[src/rtl/end_screen_ctrl.sv]
// Game-over screen sequencer: freeze, show with blinking prompts, commit a new
// high score, and issue exactly one restart/credit/attract request per game end.
module end_screen_ctrl #(
  parameter int FREEZE_FRAMES  = 30,
  parameter int BLINK_FRAMES   = 16,
  parameter int TIMEOUT_FRAMES = 900,
  parameter int SCORE_W        = 16
) (
  input  logic               clk,
  input  logic               resetN,
  input  logic               startOfFrame,
  input  logic               gameOver,
  input  logic [SCORE_W-1:0] score,
  input  logic [SCORE_W-1:0] highScore,
  input  logic               keyStart,
  input  logic               keyCredit,
  output logic               endActive,
  output logic               newHighScore,
  output logic               promptVisible,
  output logic               hsWe,
  output logic [SCORE_W-1:0] hsData,
  output logic               restartReq,
  output logic               creditReq,
  output logic               attractReq
);

  localparam int MAX_FRAMES = (FREEZE_FRAMES > TIMEOUT_FRAMES) ? FREEZE_FRAMES : TIMEOUT_FRAMES;
  localparam int CNT_W      = $clog2(MAX_FRAMES) + 1;
  localparam int BLK_W      = $clog2(BLINK_FRAMES) + 1;

  localparam logic [CNT_W-1:0] FREEZE_LAST  = CNT_W'(FREEZE_FRAMES - 1);
  localparam logic [CNT_W-1:0] TIMEOUT_LAST = CNT_W'(TIMEOUT_FRAMES - 1);
  localparam logic [CNT_W-1:0] CNT_ONE      = CNT_W'(1);
  localparam logic [BLK_W-1:0] BLINK_LAST   = BLK_W'(BLINK_FRAMES - 1);
  localparam logic [BLK_W-1:0] BLK_ONE      = BLK_W'(1);

  typedef enum logic [1:0] {
    IDLE   = 2'd0,
    FREEZE = 2'd1,
    SHOW   = 2'd2,
    EXIT   = 2'd3
  } state_t;

  state_t               state_q;
  logic [CNT_W-1:0]     frame_cnt_q;
  logic [BLK_W-1:0]     blink_cnt_q;
  logic                 hs_pend_q;
  logic                 key_start_q;
  logic                 key_start_prev_q;
  logic                 key_credit_q;
  logic                 key_credit_prev_q;
  logic                 end_active_q;
  logic                 new_hs_q;
  logic                 prompt_q;
  logic                 hs_we_q;
  logic [SCORE_W-1:0]   hs_data_q;
  logic                 restart_q;
  logic                 credit_q;
  logic                 attract_q;

  logic                 start_edge;
  logic                 credit_edge;
  logic                 timeout_hit;

  // Keys only count on a fresh press, so a key held since FREEZE never fires.
  assign start_edge  = key_start_q & ~key_start_prev_q;
  assign credit_edge = key_credit_q & ~key_credit_prev_q;
  assign timeout_hit = startOfFrame & (frame_cnt_q == TIMEOUT_LAST);

  // Key level sampling and edge history, tracked in every state.
  always_ff @(posedge clk) begin
    if (!resetN) begin
      key_start_q       <= 1'b0;
      key_start_prev_q  <= 1'b0;
      key_credit_q      <= 1'b0;
      key_credit_prev_q <= 1'b0;
    end else begin
      key_start_q       <= keyStart;
      key_start_prev_q  <= key_start_q;
      key_credit_q      <= keyCredit;
      key_credit_prev_q <= key_credit_q;
    end
  end

  // Screen sequencer with registered outputs.
  always_ff @(posedge clk) begin
    if (!resetN) begin
      state_q      <= IDLE;
      frame_cnt_q  <= '0;
      blink_cnt_q  <= '0;
      hs_pend_q    <= 1'b0;
      end_active_q <= 1'b0;
      new_hs_q     <= 1'b0;
      prompt_q     <= 1'b0;
      hs_we_q      <= 1'b0;
      hs_data_q    <= '0;
      restart_q    <= 1'b0;
      credit_q     <= 1'b0;
      attract_q    <= 1'b0;
    end else begin
      hs_we_q   <= hs_pend_q & new_hs_q;
      hs_pend_q <= 1'b0;
      restart_q <= 1'b0;
      credit_q  <= 1'b0;
      attract_q <= 1'b0;
      case (state_q)
        IDLE: begin
          end_active_q <= 1'b0;
          prompt_q     <= 1'b0;
          if (gameOver) begin
            state_q      <= FREEZE;
            hs_data_q    <= score;
            new_hs_q     <= (score > highScore);
            frame_cnt_q  <= '0;
            hs_pend_q    <= 1'b1;
            end_active_q <= 1'b1;
          end else begin
            state_q <= IDLE;
          end
        end
        FREEZE: begin
          end_active_q <= 1'b1;
          if (startOfFrame) begin
            if (frame_cnt_q == FREEZE_LAST) begin
              state_q     <= SHOW;
              frame_cnt_q <= '0;
              blink_cnt_q <= '0;
              prompt_q    <= 1'b1;
            end else begin
              frame_cnt_q <= frame_cnt_q + CNT_ONE;
            end
          end else begin
            frame_cnt_q <= frame_cnt_q;
          end
        end
        SHOW: begin
          if (startOfFrame) begin
            if (blink_cnt_q == BLINK_LAST) begin
              blink_cnt_q <= '0;
              prompt_q    <= ~prompt_q;
            end else begin
              blink_cnt_q <= blink_cnt_q + BLK_ONE;
            end
            if (frame_cnt_q != TIMEOUT_LAST) begin
              frame_cnt_q <= frame_cnt_q + CNT_ONE;
            end else begin
              frame_cnt_q <= frame_cnt_q;
            end
          end else begin
            blink_cnt_q <= blink_cnt_q;
          end
          // Start beats credit, and any key edge beats the timeout.
          if (start_edge || credit_edge || timeout_hit) begin
            state_q      <= EXIT;
            end_active_q <= 1'b0;
            prompt_q     <= 1'b0;
            new_hs_q     <= 1'b0;
            restart_q    <= start_edge;
            credit_q     <= ~start_edge & credit_edge;
            attract_q    <= ~start_edge & ~credit_edge;
          end else begin
            state_q <= SHOW;
          end
        end
        EXIT: begin
          state_q      <= IDLE;
          end_active_q <= 1'b0;
          prompt_q     <= 1'b0;
          new_hs_q     <= 1'b0;
        end
        default: begin
          state_q      <= IDLE;
          end_active_q <= 1'b0;
          prompt_q     <= 1'b0;
          new_hs_q     <= 1'b0;
        end
      endcase
    end
  end

  assign endActive     = end_active_q;
  assign newHighScore  = new_hs_q;
  assign promptVisible = prompt_q;
  assign hsWe          = hs_we_q;
  assign hsData        = hs_data_q;
  assign restartReq    = restart_q;
  assign creditReq     = credit_q;
  assign attractReq    = attract_q;

endmodule
[config.mk]
export PLATFORM = sky130hd
export DESIGN_NAME = end_screen_ctrl
export DESIGN_NICKNAME = d
export VERILOG_FILES = /design/src/rtl/end_screen_ctrl.sv
export SDC_FILE = /design/constraint.sdc
export NUM_CORES = 1
export LEC_CHECK = 0
export CAP_MARGIN = 20
export CORE_UTILIZATION = 53
export CTS_CLUSTER_DIAMETER = 100
export DETAILED_ROUTE_END_ITERATION = 10
export GPL_ROUTABILITY_DRIVEN = 0
export PLACE_DENSITY = 0.84
export SYNTH_ARGS = -nofsm -noshare
export SYNTH_HDL_FRONTEND = slang
export SYNTH_SLANG_ARGS = --single-unit
[constraint.sdc]
create_clock -name clk -period 6.03 [get_ports clk]
set_input_delay 1.5075 -clock clk [delete_from_list [all_inputs] [get_ports clk]]
set_output_delay 1.5075 -clock clk [all_outputs]
set_load 0.005 [all_outputs]
==> impl_metrics.toml <==
[outcome]
status = "finished with violations"
violations = "DRC"

[grt]
grt_first_pass_wirelength_um = 9790
gr-total-overflow = 0
antenna_found_initial = 0
grtUsageMet2_pct = 40.7
grt_pass1_vias = 2250
global_route.usage.met3_pct = 4.84
met1_usage_pct = 30.7
busiest_layer = "met2"
grt_start_max_net_pins = 32
grtUsageTotal_pct = 24.6

[route]
vias = 2379
drt-total-wl_um = 5790
viasPerCell = 5.76
drc_errors = 6
drt_pre_antenna_iters = 7
drt_iter0_markers = 137
postRouteAntennaNets = 0
routedWlPerCell_um = 14.0

[sta]
setup_violations = 0
maxSlewViolCount = 0
setup_ws_ns = 2.32
period_needed_ns = 3.71
grt_setup_unrepaired = "false"
fin_setup_tns_ns = 0
clock_skew_ns = 0.00734
fin_crit_sh_pct = 61.6
final_hold_viol_count = 0
fmax_ghz = 0.269
finalHoldWorstSlack_ns = 0.422
slew_headroom_pct = 34.1
max_slew.worst_pin.slew_ns = 0.987

[job]
max_cap_violations = 0

[synth]
synthAdderAreaFrac_pct = 12.9
synth_cell_type_count = 50
synth_xor_xnor_area_share_pct = 0
synth-seq-cells = 46
syn_inst = 307
syn_nets = 371
synth_top_family_by_area = "simple AND/OR/NAND/NOR gates"
synthArstFlopShare_pct = 0
synth.area.mux_share_pct = 0.845
synth_flop_cell = "dfxtp_1"
synth_edf_count = 0
synth_area_per_cell_um2 = 8.20
synth_area_um2 = 2520
synth_seq_area_share_pct = 36.6
ys_warn_count = 0
synth_compound_area_share_pct = 19.8
synthSimpleGateAreaFrac_pct = 23.6

[power_and_ir_drop]
ir_drop_mv = 0.142
p_leak_nw = 1.30
power.density_nw_per_um2 = 304

[worst_setup_path]
rr_startpoint = "state_q[0]"
worstPathArrival_ns = 3.94
cp.required_ns = 6.26
setup.worst_path.class = "primary input to register"
r2r_cells = 7
path_max_fanout = 31
start_kind = "primary input"
r2r_end = "frame_cnt_q[4]"
endpoint_kind = "register"
regToRegSetupSlack_ns = 3.25

[min_path]
hp-class = "register to register"
worstHoldStart = "key_start_prev_q"
whs_endpoint = "restartReq"
hold_path_depth = 1

[clock_network]
post-cts-setup-buffers = 0
cts_tree = "done"
clk_pin_slew_ns = 0.08
postCtsResizedCells = 0
cts_buffer_depth = 2
clk_latency_ns = 0.30
cts_buffers = 5
clock_sinks = 46
cts_hold_buf = 0
htreeDepth = 2
clockRootBuffer = "clkbuf_8"

[placed_design]
dp_cells = 405
port_buffers = 60
hpwl_um = 4160
dp_slack_ns = 2.03

[floorplan]
fp-row-count = 24
initial_core_util_pct = 56.3
core_area_um2 = 4470
ios = 61
die-area_um2 = 5030
die_y_um = 70.9
die_x_um = 70.9

[cells_and_area]
finalNetCount = 424
final_cell_mix = "clkdlybuf4s50_1, nand2_1, dfxtp_1"
final_util_pct = 72.2
n_antenna_cell = 0
fill_cells = 342
syn2layout_area_growth_pct = 28.3
drive_gt1_share_pct = 3.88
layout_commonest_cell = "clkdlybuf4s50_1"
final_cells = 413
==> sequential cells by signal, summed over array words and instances, names as in the netlist <==
| signal | cells |
|---|---|
| hsData | 16 |
| frame_cnt_q | 11 |
| blink_cnt_q | 5 |
| state_q | 2 |
| attractReq | 1 |
| creditReq | 1 |
| endActive | 1 |
| hsWe | 1 |
| hs_pend_q | 1 |
| key_credit_prev_q | 1 |
| key_credit_q | 1 |
| key_start_prev_q | 1 |
| key_start_q | 1 |
| newHighScore | 1 |
| promptVisible | 1 |
| restartReq | 1 |
==> how the worst max path moves through the flow <==
stage,from,endpoint,slack [ns],cells past startpoint
CTS,resetN,frame_cnt_q[5],2.32,4
global placement,resetN,frame_cnt_q[5],2.11,4
detailed placement,resetN,frame_cnt_q[5],2.03,4
finish,resetN,frame_cnt_q[5],2.32,4
global route,resetN,frame_cnt_q[5],2.19,4
floorplan,highScore[14],newHighScore,3.08,7
==> metal layers <==
| layer | share of wire [%] | up-vias |
|---|---|---|
| met5 | 0 | - |
| met4 | 2.6 | 0 |
| met3 | 5.7 | 13 |
| met2 | 47 | 83 |
| met1 | 45 | 1096 |
| li1 | - | 1187 |
==> final cells by class <==
class,count,area [µm²],area share [%]
Inverter,25,93.8,2.90
Timing Repair Buffer,60,601,18.6
Sequential cell,46,921,28.5
Clock buffer,8,110,3.41
Tap cell,52,65.1,2.01
Multi-Input combinational cell,222,1440,44.6
==> Yosys cell counts (2+ instances only) <==
| cell | count | area [µm²] |
|---|---|---|
| dfxtp_1 | 46 | 921 |
| nand2_1 | 46 | 173 |
| a21oi_1 | 34 | 170 |
| ha_1 | 26 | 325 |
| inv_1 | 25 | 93.8 |
| nor2_1 | 16 | 60.1 |
| nand3_1 | 12 | 60.1 |
| o21ai_0 | 11 | 55.1 |
| clkbuf_1 | 10 | 37.5 |
| o211ai_1 | 7 | 52.6 |
| or3_1 | 7 | 43.8 |
| and2_1 | 6 | 37.5 |
| a31oi_1 | 5 | 31.3 |
| nor2b_1 | 5 | 31.3 |
| nand4_1 | 4 | 25.0 |
| or4_1 | 4 | 30.0 |
| and3_1 | 3 | 18.8 |
| nor3_1 | 3 | 15.0 |
| buf_2 | 2 | 10.0 |
| nor4_1 | 2 | 12.5 |
| nor4b_1 | 2 | 17.5 |
| o211a_1 | 2 | 20.0 |
| o41ai_1 | 2 | 17.5 |
==> cells by family (layout without fill, tap and decap cells) <==
group	after synthesis	in the layout
buffers and inverters	39	93
multiplexers	2	2
AND/OR/NAND/NOR	118	118
AO/OA/AOI/OAI	76	76
flip-flops	46	46
adder cells (fa/ha/maj)	26	26
==> stage by stage <==
stage	instance area, µm²	power, mW
floorplan	2520	0.627
global placement	3120	0.757
detailed placement	3120	0.767
CTS	3230	0.983
global route	3230	1.04
finish	3230	0.982
==> worst max-delay path, stage by stage <==
cell	delay (ns)
clkdlybuf4s50_1	0.94
inv_1	0.65
or4_1	0.67
o21ai_0	0.16
==> where the power goes <==
group	switching, mW	internal [mW]
combinational	0.221	0.176
sequential	0.0261	0.341
clock	0.102	0.116
Power figures use the tool's default switching activity.
